[src/rtl/vlt_pkg.sv]
// Shared definitions for the vlt_* vulnerability accumulators: store opcodes and
// the per-opcode/importance shift-weight table.
package vlt_pkg;

  localparam int unsigned SB    = 6;
  localparam int unsigned SH    = 7;
  localparam int unsigned SW    = 8;
  localparam int unsigned SD    = 10;
  localparam int unsigned SWL   = 15;
  localparam int unsigned SWR   = 16;
  localparam int unsigned SDL   = 17;
  localparam int unsigned SDR   = 18;
  localparam int unsigned SC_0  = 21;
  localparam int unsigned SCD_0 = 23;

  // en=0 marks opcodes that carry no vulnerable bits.
  typedef struct packed {
    logic       en;
    logic [2:0] s1;
    logic [2:0] s2;
  } shift_pair_t;

  function automatic shift_pair_t lookup_shift(input logic [31:0] opcode,
                                               input logic        important);
    shift_pair_t sp;
    sp = '{en: 1'b0, s1: 3'd0, s2: 3'd0};
    case (opcode)
      SW, SH, SWL, SWR:            sp = '{en: 1'b1, s1: 3'd6, s2: important ? 3'd5 : 3'd3};
      SB:                          sp = '{en: 1'b1, s1: 3'd6, s2: important ? 3'd4 : 3'd3};
      SD, SDL, SDR, SC_0, SCD_0:   sp = '{en: 1'b1, s1: important ? 3'd7 : 3'd6, s2: 3'd3};
      default:                     sp = '{en: 1'b0, s1: 3'd0, s2: 3'd0};
    endcase
    return sp;
  endfunction

endpackage

[src/rtl/vlt_sq_entry.sv]
// One store-queue entry shadow: valid bit, saturating residency age, captured
// opcode and importance flag.
module vlt_sq_entry #(
  parameter int unsigned OPC_W = 9,
  parameter int unsigned AGE_W = 10
) (
  input  logic             clk_i,
  input  logic             reset_i,
  input  logic             alloc_i,
  input  logic             dealloc_i,
  input  logic [OPC_W-1:0] opcode_i,
  input  logic             important_i,
  output logic             valid_o,
  output logic [AGE_W-1:0] age_o,
  output logic [OPC_W-1:0] opcode_o,
  output logic             important_o
);

  logic             valid_q;
  logic [AGE_W-1:0] age_q;
  logic [OPC_W-1:0] opcode_q;
  logic             important_q;

  // Alloc takes priority so a same-cycle retire/reinstall leaves the new occupant.
  always_ff @(posedge clk_i or posedge reset_i) begin
    if (reset_i) begin
      valid_q     <= 1'b0;
      age_q       <= '0;
      opcode_q    <= '0;
      important_q <= 1'b0;
    end else if (alloc_i) begin
      valid_q     <= 1'b1;
      age_q       <= AGE_W'(1);
      opcode_q    <= opcode_i;
      important_q <= important_i;
    end else if (dealloc_i) begin
      valid_q <= 1'b0;
      age_q   <= '0;
    end else if (valid_q && (age_q != '1)) begin
      age_q <= age_q + AGE_W'(1);
    end
  end

  assign valid_o     = valid_q;
  assign age_o       = age_q;
  assign opcode_o    = opcode_q;
  assign important_o = important_q;

endmodule

[src/rtl/vlt_sq_accum.sv]
// Store-queue vulnerability accumulator: weights each retired entry's residency by
// its opcode/importance and sums into a saturating accumulator (two-stage pipe).
module vlt_sq_accum
  import vlt_pkg::*;
#(
  parameter  int unsigned ENTRIES = 16,
  parameter  int unsigned NPORTS  = 2,
  parameter  int unsigned OPC_W   = 9,
  parameter  int unsigned AGE_W   = 10,
  parameter  int unsigned ACC_W   = 40,
  localparam int unsigned IDX_W   = $clog2(ENTRIES),
  localparam int unsigned CNT_W   = $clog2(ENTRIES + 1)
) (
  input  logic                    clk_i,
  input  logic                    reset_i,
  input  logic                    alloc_v_i,
  input  logic [IDX_W-1:0]        alloc_idx_i,
  input  logic [OPC_W-1:0]        alloc_opcode_i,
  input  logic                    alloc_important_i,
  input  logic [NPORTS-1:0]       dealloc_v_i,
  input  logic [NPORTS*IDX_W-1:0] dealloc_idx_i,
  input  logic                    clear_i,
  output logic [ACC_W-1:0]        acc_o,
  output logic [CNT_W-1:0]        live_o,
  output logic                    sat_o,
  output logic                    err_o
);

  localparam int unsigned CW  = AGE_W + 8;
  localparam int unsigned AW1 = ACC_W + 1;

  logic [ENTRIES-1:0] ent_valid;
  logic [ENTRIES-1:0] ent_alloc;
  logic [ENTRIES-1:0] ent_dealloc;
  logic [ENTRIES-1:0] ent_imp;
  logic [AGE_W-1:0]   ent_age [ENTRIES];
  logic [OPC_W-1:0]   ent_opc [ENTRIES];

  logic [IDX_W-1:0]   port_idx     [NPORTS];
  logic [CW-1:0]      port_contrib [NPORTS];
  logic [NPORTS-1:0]  port_take;
  logic               dup;
  shift_pair_t        sp;
  logic               err_now;

  logic [NPORTS-1:0]  s1_v_q;
  logic [CW-1:0]      s1_contrib_q [NPORTS];
  logic [ACC_W-1:0]   acc_q, acc_d;
  logic               sat_q, sat_d;
  logic               err_q, err_d;
  logic [AW1-1:0]     acc_sum;

  for (genvar e = 0; e < ENTRIES; e++) begin : g_entry
    vlt_sq_entry #(
      .OPC_W (OPC_W),
      .AGE_W (AGE_W)
    ) u_entry (
      .clk_i       (clk_i),
      .reset_i     (reset_i),
      .alloc_i     (ent_alloc[e]),
      .dealloc_i   (ent_dealloc[e]),
      .opcode_i    (alloc_opcode_i),
      .important_i (alloc_important_i),
      .valid_o     (ent_valid[e]),
      .age_o       (ent_age[e]),
      .opcode_o    (ent_opc[e]),
      .important_o (ent_imp[e])
    );
  end

  // Lower-numbered ports win on index collisions; the loser only flags an error.
  always_comb begin
    ent_dealloc = '0;
    ent_alloc   = '0;
    port_take   = '0;
    err_now     = 1'b0;
    dup         = 1'b0;
    sp          = '0;
    for (int p = 0; p < NPORTS; p++) begin
      port_idx[p]     = dealloc_idx_i[p*IDX_W +: IDX_W];
      port_contrib[p] = '0;
    end
    for (int p = 0; p < NPORTS; p++) begin
      if (dealloc_v_i[p]) begin
        dup = 1'b0;
        for (int q = 0; q < p; q++) begin
          if (dealloc_v_i[q] && (port_idx[q] == port_idx[p])) dup = 1'b1;
        end
        if (dup || !ent_valid[port_idx[p]]) begin
          err_now = 1'b1;
        end else begin
          port_take[p]             = 1'b1;
          ent_dealloc[port_idx[p]] = 1'b1;
          sp = lookup_shift(32'(ent_opc[port_idx[p]]), ent_imp[port_idx[p]]);
          if (sp.en) begin
            port_contrib[p] = (CW'(ent_age[port_idx[p]]) << sp.s1) +
                              (CW'(ent_age[port_idx[p]]) << sp.s2);
          end
        end
      end
    end
    if (alloc_v_i) begin
      ent_alloc[alloc_idx_i] = 1'b1;
      if (ent_valid[alloc_idx_i] && !ent_dealloc[alloc_idx_i]) err_now = 1'b1;
    end
  end

  // Clear discards the old total but still absorbs this cycle's stage-2 input.
  always_comb begin
    acc_sum = clear_i ? '0 : {1'b0, acc_q};
    for (int p = 0; p < NPORTS; p++) begin
      if (s1_v_q[p]) acc_sum = acc_sum + AW1'(s1_contrib_q[p]);
    end
    acc_d = acc_sum[ACC_W] ? '1 : acc_sum[ACC_W-1:0];
    sat_d = (clear_i ? 1'b0 : sat_q) | acc_sum[ACC_W];
    err_d = (clear_i ? 1'b0 : err_q) | err_now;
  end

  always_ff @(posedge clk_i or posedge reset_i) begin
    if (reset_i) begin
      s1_v_q <= '0;
      for (int p = 0; p < NPORTS; p++) s1_contrib_q[p] <= '0;
      acc_q  <= '0;
      sat_q  <= 1'b0;
      err_q  <= 1'b0;
    end else begin
      s1_v_q <= port_take;
      for (int p = 0; p < NPORTS; p++) s1_contrib_q[p] <= port_contrib[p];
      acc_q  <= acc_d;
      sat_q  <= sat_d;
      err_q  <= err_d;
    end
  end

  always_comb begin
    live_o = '0;
    for (int e = 0; e < ENTRIES; e++) live_o = live_o + CNT_W'(ent_valid[e]);
  end

  assign acc_o = acc_q;
  assign sat_o = sat_q;
  assign err_o = err_q;

endmodule

[config.mk]
export PLATFORM = sky130hd
export DESIGN_NAME = vlt_sq_accum
export DESIGN_NICKNAME = d
export VERILOG_FILES = /design/src/rtl/vlt_pkg.sv /design/src/rtl/vlt_sq_entry.sv /design/src/rtl/vlt_sq_accum.sv
export SDC_FILE = /design/constraint.sdc
export NUM_CORES = 1
export LEC_CHECK = 0
export BUFFER_PORTS_ARGS = -buffer_cell sky130_fd_sc_hd__buf_2
export CAP_MARGIN = 20
export CORE_UTILIZATION = 64
export DETAILED_ROUTE_END_ITERATION = 12
export HOLD_SLACK_MARGIN = 0.05
export PLACE_DENSITY = 0.81
export SLEW_MARGIN = 20
export SYNTH_ARGS = -nofsm -noshare
export SYNTH_HDL_FRONTEND = slang
export SYNTH_SLANG_ARGS = --single-unit
[constraint.sdc]
create_clock -name clk_i -period 16.4 [get_ports clk_i]
set_clock_uncertainty 0.2 [all_clocks]
set_input_delay 0.82 -clock clk_i [delete_from_list [all_inputs] [get_ports clk_i]]
set_output_delay 0.82 -clock clk_i [all_outputs]
set_load 0.05 [all_outputs]
=== After elaboration in Yosys (flattened, before gate mapping) ===
Index checks and enable logic that the tools add are counted.

* Shifts and indexed selects: 4
* Multiplexer cells: 151
* Equality and inequality tests: 37
* Add/subtract/negate cells: 35
* Reduce and logical (&&, ||, !) cells: 60
* Bitwise operators: 5
* $lt $le $gt $ge: 8

{| class="wikitable"
|+ Operators with widths
! cell !! number
|-
| 2-to-1 mux 10 bit || 52
|-
| adder 10 x 1 -> 10 bit, second input constant || 16
|-
| != test 10 bit, second input constant || 16
|-
| 2-to-1 mux 18 bit || 6
|-
| == test 9 x 5 -> 1 bit, second input constant || 10
|-
| 2-to-1 mux 41 bit || 2
|-
| binary-select mux 10 bit (select 4 bit) || 2
|-
| 2-to-1 mux 16 bit || 5
|-
| 2-to-1 mux 40 bit || 2
|-
| binary-select mux 9 bit (select 4 bit) || 2
|-
| << shifter 10 x 3 -> 18 bit || 4
|-
| 2-to-1 mux 1 bit || 57
|-
| adder 5 x 1 -> 5 bit || 11
|-
| == test 9 x 4 -> 1 bit, second input constant || 6
|-
| nonzero test 3 bit || 16
|-
| one-hot mux 7 bit (3 select lines) || 2
|-
| adder 40 x 18 -> 41 bit || 1
|-
| adder 41 x 18 -> 41 bit || 1
|-
| adder 18 bit || 2
|-
| == test 9 x 3 -> 1 bit, second input constant || 4
|-
| 2-to-1 mux 9 bit || 4
|-
| nonzero test 2 bit || 16
|-
| 2-to-1 mux 7 bit || 4
|-
| binary-select mux 1 bit (select 4 bit) || 6
|-
| 18 further kinds || 53
|}

* Output and inout bits: 47
* Input port bits: 28
* Word-level logic and storage cells: 370
* Register bits after elaboration: 416

=== Logic depth before layout (Yosys ltp) ===
Gate-level depths: netlist of run 1.

* Word-level depth: 16
* Depth in mapped cells: 27
* Depth with buffers taken out: 22

=== Cells and area by module ===
From an unflattened synthesis of run 1, not the netlist that was laid out.

* Cell total of the unflattened synthesis: 2995
* Area total of the unflattened synthesis: 31486.4 um^2

{| class="wikitable"
|+ Modules (own cells, without submodules)
! module !! cells each !! area each (um^2) !! sequential area each (um^2) !! instances
|-
| vlt_sq_entry || 90 || 1051.0 || 525.5 || 16
|-
| vlt_sq_accum || 1555 || 14670.3 || 2001.9 || 1
|}

=== Worst setup path before layout of run 1 ===
Ideal clock, no wire load.

* Kind: in2reg
* Start: input port clear_i
* End: register acc_q[36] (netlist: acc_o[36])
* Setup time: 0.069 ns
* Setup slack: 9.743 ns
* Path buffers: 5
* Data arrival time: 6.388 ns
* Required time: 16.131 ns
* Stages: 25
* Path through: clkbuf_1 -> clkbuf_1 -> clkbuf_1 -> nor2b_1 -> ha_1 -> fa_1 -> a211oi_1 -> o21ai_1 -> a21o_1 -> a21oi_1 -> o21bai_1 -> a21oi_1 -> xnor2_1 -> mux2_2 -> ha_1 -> and3_1 -> a221o_1 -> and3_1 -> o21ai_0 -> or4b_1 -> buf_6 -> nor4_4 -> a31oi_4 -> buf_6 -> nand3b_4

* Word-level cells in the longest chain between the ends: 6

{| class="wikitable"
|+ RTL lines
! element !! line !! text
|-
| start, declared || vlt_sq_accum.sv:22 || <nowiki>input logic clear_i,</nowiki>
|-
| 2-to-1 mux 40 bit (*) || vlt_sq_accum.sv:110 || <nowiki>acc_sum = clear_i ? '0 : {1'b0, acc_q};</nowiki>
|-
| adder 40 x 18 -> 41 bit || vlt_sq_accum.sv:112 || <nowiki>if (s1_v_q[p]) acc_sum = acc_sum + AW1'(s1_contrib_q[p]);</nowiki>
|-
| 2-to-1 mux 41 bit (*) || vlt_sq_accum.sv:112 ||
|-
| adder 41 x 18 -> 41 bit || vlt_sq_accum.sv:112 ||
|-
| 2-to-1 mux 41 bit (*) || vlt_sq_accum.sv:112 ||
|-
| 2-to-1 mux 40 bit (*) || vlt_sq_accum.sv:114 || <nowiki>acc_d = acc_sum[ACC_W] ? '1 : acc_sum[ACC_W-1:0];</nowiki>
|-
| net acc_d[36] || vlt_sq_accum.sv:48 || <nowiki>logic [ACC_W-1:0] acc_q, acc_d;</nowiki>
|-
| end signal, assigned || vlt_sq_accum.sv:123 || <nowiki>acc_q <= '0;</nowiki>
|-
| end signal, assigned || vlt_sq_accum.sv:129 || <nowiki>acc_q <= acc_d;</nowiki>
|-
| end, declared || vlt_sq_accum.sv:48 ||
|}

The timed path passes the listed nets; every way through them passes the cells marked *.
A chain may end at the register's enable or synchronous reset.

==> results of run 1 <==
## how the worst min path moves through the flow
stage	start	to	slack [ns]	cells past startpoint
CTS	reset_i	s1_contrib_q[21]	0.26	2
global placement	g_entry[7].u_entry.opcode_o[4]	g_entry[7].u_entry.opcode_o[4]	0.28	2
finish	reset_i	s1_contrib_q[21]	0.20	2
floorplan	g_entry[7].u_entry.important_o	g_entry[7].u_entry.important_o	0.26	2
detailed placement	g_entry[7].u_entry.opcode_o[7]	g_entry[7].u_entry.opcode_o[7]	0.29	2
global route	reset_i	s1_contrib_q[21]	0.29	2
## logic make-up after synthesis
family	share of synthesized area (%)
and+or+nand+nor	17.0
AOI/OAI and AO/OA	9.41
DFF	36.3
adders and majority gates	4.94
other	0.0131
buffers and inverters	3.19
xor gates and xnor gates	6.86
muxes	22.3
## registers in the layout (all words and copies together), names as in the netlist
name	cells
g_entry.u_entry.important_o	16
sat_o	1
err_o	1
s1_contrib_q	36
acc_o	40
g_entry.u_entry.age_o	160
g_entry.u_entry.opcode_o	144
g_entry.u_entry.valid_o	16
s1_v_q	2
## where the power goes
| group | leakage, µW | internal, µW | switching [µW] |
|---|---|---|---|
| registers | 0.00534 | 1290 | 366 |
| clock network | 0.000757 | 614 | 431 |
| logic | 0.00744 | 937 | 1370 |
## critical path, delay by kind of cell
family	cells	cell delay [ns]
buffers and inverters	2	1.11
and+or+nand+nor	9	2.23
AOI/OAI and AO/OA	8	2.11
muxes	1	0.60
adders and majority gates	2	0.65
xor gates and xnor gates	1	0.14
## metal layers
metal / GRT usage, % / vias up / share of wire, %
met5: 0 / - / 0.030
met4: 18.4 / 4 / 5.0
met3: 7.63 / 309 / 9.4
met2: 56.7 / 1275 / 47
met1: 46.1 / 11600 / 38
li1: - / 10100 / -
## layout by cell type (no fill, tap or decap), types with 11 or more instances in the layout
| cell | netlist | layout |
|---|---|---|
| nand2b_1 | 21 | 21 |
| clkbuf_16 | 0 | 46 |
| or2_2 | 19 | 19 |
| mux2_2 | 163 | 163 |
| nor3_1 | 44 | 44 |
| nor2_1 | 373 | 371 |
| a31oi_1 | 13 | 13 |
| buf_4 | 16 | 23 |
| o21a_1 | 12 | 12 |
| inv_1 | 70 | 69 |
| nand3_1 | 94 | 94 |
| clkinv_2 | 0 | 13 |
| buf_2 | 33 | 70 |
| and2_1 | 20 | 20 |
| fa_1 | 14 | 14 |
| a21o_1 | 29 | 29 |
| a22oi_1 | 13 | 13 |
| nand2_1 | 224 | 224 |
| mux2i_1 | 65 | 65 |
| o21ai_0 | 67 | 67 |
| a211oi_1 | 15 | 15 |
| nor2b_1 | 45 | 45 |
| dfrtp_1 | 416 | 416 |
| nor4_1 | 19 | 19 |
| a21oi_1 | 81 | 81 |
| and3_1 | 39 | 39 |
| xnor2_1 | 121 | 121 |
| o21bai_1 | 11 | 11 |
| ha_1 | 91 | 91 |
| mux4_2 | 173 | 173 |
| nand4_1 | 55 | 55 |
| xor2_1 | 104 | 104 |
| o22ai_1 | 27 | 27 |
## cells in the mapped netlist, drive strengths merged, types with 11 or more instances
master	number	share of area (%)
a21o	30	0.79
and2	21	0.46
o22ai	27	0.59
a22oi	14	0.38
a211oi	16	0.44
and3	40	0.88
nor3	44	0.77
o21ai	76	1.4
nor2b	45	0.98
fa	14	0.98
ha	91	4.0
mux4	173	14
nand2b	22	0.51
mux2	164	6.4
xnor2	121	3.7
nand3	95	1.7
a21oi	83	1.5
o21a	12	0.31
nand2	233	3.1
mux2i	65	2.3
nor2	373	4.9
a31oi	15	0.43
clkbuf	63	0.82
nand4	56	1.2
inv	70	0.92
dfrtp	416	36
or2	19	0.41
xor2	104	3.2
nor4	22	0.61
buf	70	1.4
o21bai	11	0.29
## per-stage QoR
stage               worst slack (ns)  instance area (µm²)  hold WS (ns)  instances  power, µW
floorplan                       3.80                28700         0.258       2767       3340
global placement                8.58                29400         0.277       3320       3830
detailed placement              8.39                29400         0.293       3320       3910
CTS                             9.01                30900         0.264       3402       4980
global route                    8.40                30900         0.292       3403       5270
finish                          8.88                30900         0.204       3403       5000
## cell type report
| type | count | area [µm²] |
|---|---|---|
| clock buffers | 62 | 1290 |
| multi-input cells | 2146 | 17400 |
| inverters | 72 | 278 |
| fillers | 3179 | 13300 |
| flip-flops and latches | 416 | 10400 |
| clock inverters | 20 | 219 |
| well taps | 592 | 741 |
| repair buffers | 95 | 554 |
==> flow_summary_export.csv, run 1 <==
group,metric,value,unit
outcome,status,"complete, no violations",
flow_run,cap_violations,0,
timing,relSlewSlack,31.7,%
clock_tree,ctsResizeCount,0,
worst_setup_path,critPathLaunch,"dealloc_idx_i[1]",
clock_tree,htreeDepth,2,
clock_tree,clk_pin_slew_worst_paths,0.05,ns
power,power-per-cell-area,162,mW/mm²
timing,finalSetupViolCount,0,
worst_setup_path,rr_worst_depth,21,
timing,rsz0062_at_grt,"no",
floorplan,design.core.area,0.0442,mm²
cells_and_area,fin_nets,2910,
global_routing,grt_pass1_vias,22800,
clock_tree,clock_path_buffers,3,
cells_and_area,diodes,0,
global_routing,grt_pass1_wl,125000,µm
synth,avgSynthCellArea,10.4,µm²
placement,place.gp.congestion,1.03,
route,drc_errors,0,
timing,max_freq,0.133,GHz
route,drt_iter0_drc,2450,
route,routedWlPerCell,23.4,µm
clock_tree,ctsHoldBuffers,0,
timing,worstMarginPinSlew,1.02,ns
cells_and_area,area_growth,7.61,%
worst_setup_path,cp-start-kind,"primary input",
global_routing,antenna_found_initial,2,
global_routing,grtUsageTotal,35.6,%
cells_and_area,post-route-util,69.9,%
synth,synth_seq_cells,416,
worst_setup_path,cp-end-kind,"register",
placement,portBuffers,74,
worst_setup_path,cp_slowest_cell,"buf_4",
worst_setup_path,cp_cell_sequence,"buf_4 -> buf_4 -> mux4_2 -> a22oi_1 -> nand2_2 -> or3_1 -> or4b_4 -> a31oi_4 -> nand2_2 -> nand2_1 -> nor2_1 -> ha_1 -> fa_1 -> a21o_1 -> a21oi_1 -> o21bai_1 -> a21oi_1 -> nor2_1 -> nor2_1 -> o2111ai_1 -> a41o_1 -> xnor2_1 -> nor2_1",
clock_tree,root_buffer,"clkbuf_16",
cells_and_area,drive_above_1_share,20.1,%
clock_tree,post_cts_buffers,0,
synth,synth_ff_type,"dfrtp_1",
clock_tree,cts_tree,"built",
worst_setup_path,crit_top_cell,"nor2_1",
clock_tree,clock_latency,0.60,ns
power,leakage,0.0135,µW
worst_setup_path,timing.rr.start,"acc_o[0]",
floorplan,start_util,64.9,%
timing,period_share,45.9,%
floorplan,rows,77,
timing,hold_viol_final,0,
route,routed_wl,79600,µm
global_routing,overflow,0,
clock_tree,cts_sinks,416,
timing,slew_violations,0,
floorplan,boundaryPins,75,
synth,syn-cell-area,0.0287,mm²
route,viasPerCell,6.84,
min_path,hold_path.class,"in -> async",
synth,synth_edf_count,0,
worst_setup_path,worstPathArrival,7.78,ns
worst_setup_path,path_max_fanout,49,
worst_setup_path,criticalPathCategory,"in -> reg",
power,max-vdd-ir-drop,0.00125,V
synth,ys_types,96,
timing,tns,0,ns
worst_setup_path,endpoint,"s1_contrib_q[32]",
route,ant_nets,0,
synth,syn_inst,2764,
floorplan,die_width,214,µm
route,dr.pass1.iters,8,
floorplan,die-area,0.0457,mm²
synth,async_flop_share,100,%
synth,yosysSeqAreaShare,36.3,%
worst_setup_path,worstReg2RegEnd,"acc_o[2]",
global_routing,grt_max_degree,126,
route,num_vias,23300,
synth,synth_warnings,0,
placement,dpl.hpwl,57800,µm
clock_tree,numCtsBuffers,46,
worst_setup_path,r2r_slack,9.87,ns
floorplan,die_h,214,µm
worst_setup_path,required,16.65,ns
timing,fin_crit,7.52,ns
worst_setup_path,cpPeakStageDelay,0.68,ns
No activity file was read; power rests on OpenSTA's default activity.
==> run 2: changes to the inputs <==
- CORE_UTILIZATION: 64 -> 58
- PLACE_DENSITY: 0.81 -> 0.78
- clock period: 16.4 -> 6.9 ns (I/O delays scaled with it)
==> run 2 against run 1 <==
  * Routed wire length decreased by 0.11%
  * Count of clock-buffer cells in the layout increased by 1
  * First-iteration DRC count is 12% lower
  * Critical path depth shrank 2
  * Combinational power grew 140%
  * Clock power rose by 130%
  * Worst setup slack got worse by 8.2 ns
  * Sequential share of layout area down 0.34 points
  * Via count fell by 2.1%
  * Hold slack got worse by 0.085 ns
  * Final cell count rose by 2.8%
  * Sequential power increased by 140%
  * Critical path type is now reg -> reg
  * Largest cell class unchanged
  * Largest power group unchanged
  * Highest routed layer unchanged
==> flow_summary_export.csv, run 2 (synthesized netlist as in run 1, its figures left out) <==
group,metric,value,unit
timing,slew_violations,0,
placement,dpl.hpwl,58500,µm
clock_tree,cts_tree,"built",
cells_and_area,drive_above_1_share,20.1,%
placement,place_area,0.0296,mm²
worst_setup_path,cp-start-kind,"register",
flow_run,cap_violations,0,
worst_setup_path,cp-end-kind,"register",
timing,tns,0,ns
floorplan,start_util,58.8,%
cells_and_area,fin_nets,2939,
route,ant_nets,0,
floorplan,die-area,0.0504,mm²
route,num_vias,22800,
floorplan,die_width,224,µm
route,drt_iter0_drc,2155,
floorplan,die_h,224,µm
worst_setup_path,criticalPathCategory,"reg -> reg",
clock_tree,cts_sinks,416,
clock_tree,clk_pin_slew_worst_paths,0.07,ns
global_routing,use_met2,51.1,%
global_routing,use_met1,43.4,%
clock_tree,numCtsBuffers,45,
cells_and_area,area_growth,8.70,%
placement,place_ws,0.365,ns
clock_tree,clock_path_buffers,3,
cells_and_area,fillers,3812,
clock_tree,root_buffer,"clkbuf_16",
timing,max_freq,0.160,GHz
power,max-vdd-ir-drop,0.00306,V
timing,relSlewSlack,28.3,%
worst_setup_path,path_max_fanout,27,
power,leakage,0.0136,µW
clock_tree,clock_latency,0.62,ns
clock_tree,htreeDepth,2,
cells_and_area,regArea,0.0104,mm²
timing,worstMarginPinSlew,1.07,ns
placement,portBuffers,74,
cells_and_area,largest_reg_flops,160,
timing,rsz0062_at_grt,"no",
route,routed_wl,79500,µm
floorplan,boundaryPins,75,
cells_and_area,final_common_cell,"dfrtp_1",
global_routing,grt_pass1_vias,22600,
global_routing,antenna_found_initial,2,
timing,finalSetupViolCount,0,
placement,place.gp.congestion,1.02,
power,power-per-cell-area,379,mW/mm²
global_routing,top_usage_layer,"met2",
timing,hold_viol_final,0,
route,viasPerCell,6.51,
min_path,hold_path.class,"in -> reg",
global_routing,grt_pass1_wl,126000,µm
cells_and_area,layout_common_cells,"dfrtp_1 (416), nor2_1 (370), nand2_1 (224)",
cells_and_area,post-route-util,63.9,%
route,routedWlPerCell,22.7,µm
timing,period_share,90.6,%
outcome,status,"complete, no violations",
cells_and_area,multi_input_area,0.0174,mm²
clock_tree,post_cts_buffers,0,
timing,finalWorstSetupSlack,0.652,ns
global_routing,grtUsageTotal,32.2,%
worst_setup_path,worstPathArrival,6.49,ns
timing,fin_crit,6.25,ns
power,p_total,11800,µW
route,drc_errors,0,
global_routing,overflow,0,
route,dr.pass1.iters,5,
global_routing,grt_max_degree,162,
floorplan,design.core.area,0.0488,mm²
cells_and_area,final_area,0.0312,mm²
global_routing,grt_use_met3,5.66,%
worst_setup_path,required,7.14,ns
floorplan,rows,81,
run 2: changes by cell type in the layout (fill, tap and decap cells not counted), moves of 2 or more:
cell / change
clkinv_2: -9
buf_4: +15
clkbuf_1: +3
dlygate4sd3_1: +15
clkinvlp_4: +3
inv_6: -2
run 2: final timing paths:
check | to | from | slack (ns) | depth (start not counted)
setup / recovery | acc_o[12] | acc_o[0] | 0.65 | 21
hold / removal | g_entry[1].u_entry.valid_o | alloc_idx_i[1] | 0.12 | 3
setup reg to reg | acc_o[12] | acc_o[0] | 0.65 | 21
hold reg to reg | g_entry[12].u_entry.opcode_o[8] | g_entry[12].u_entry.opcode_o[8] | 0.31 | 1
max in group asynchronous | g_entry[14].u_entry.opcode_o[6] | reset_i | 4.59 | 5
min in group asynchronous | s1_contrib_q[33] | reset_i | 0.13 | 3
run 2: cell type report:
type                            count  share of cell area, %
Antenna cell                        1                0.00802
Clock buffer                       63                   4.05
Clock inverter                     12                  0.613
Inverter                           72                  0.878
Multi-Input combinational cell   2146                   55.8
Sequential cell                   416                   33.4
Tap cell                          664                   2.66
Timing Repair Buffer              125                   2.67
run 2: worst max-delay path, stage by stage (launching register included):
cell	delay, ns
dfrtp_1	0.36
nor2b_1	0.14
ha_1	0.24
fa_1	0.43
a211oi_1	0.36
o21ai_1	0.23
a21o_1	0.22
a21oi_1	0.21
o21bai_1	0.09
a21oi_1	0.17
xnor2_1	0.09
mux2_2	0.29
ha_1	0.37
and3_1	0.25
a221o_1	0.23
and3_1	0.18
o21ai_0	0.09
or4b_1	0.77
nor4_4	0.49
a31oi_4	0.28
buf_16	0.25
o311ai_0	0.13
run 2: metal layers:
layer / vias to the layer above / share of wire (%)
li1: 10200 / -
met1: 11300 / 40
met2: 1116 / 47
met3: 221 / 8.9
met4: 2 / 4.5
met5: - / 0.011
run 2: power breakdown:
group / switching, µW / total [µW] / internal, µW
logic: 3280 / 5530 / 2260
registers: 829 / 3890 / 3060
clock network: 1030 / 2420 / 1390
total: 5130 / 11800 / 6710
run 2: what timing repair did:
item	in CTS	in global routing
endpoints found under the setup margin	0	0
hold endpoints to repair	152	0
resized for setup	0	0
hold buffers	15	0
run 2: metrics by stage:
stage	instances	hold WS, ns
2_1_floorplan	2767	0.258
3_3_place_gp	3407	0.194
3_5_place_dp	3407	0.198
4_1_cts	3497	0.0750
5_1_grt	3499	0.122
6_report	3499	0.119
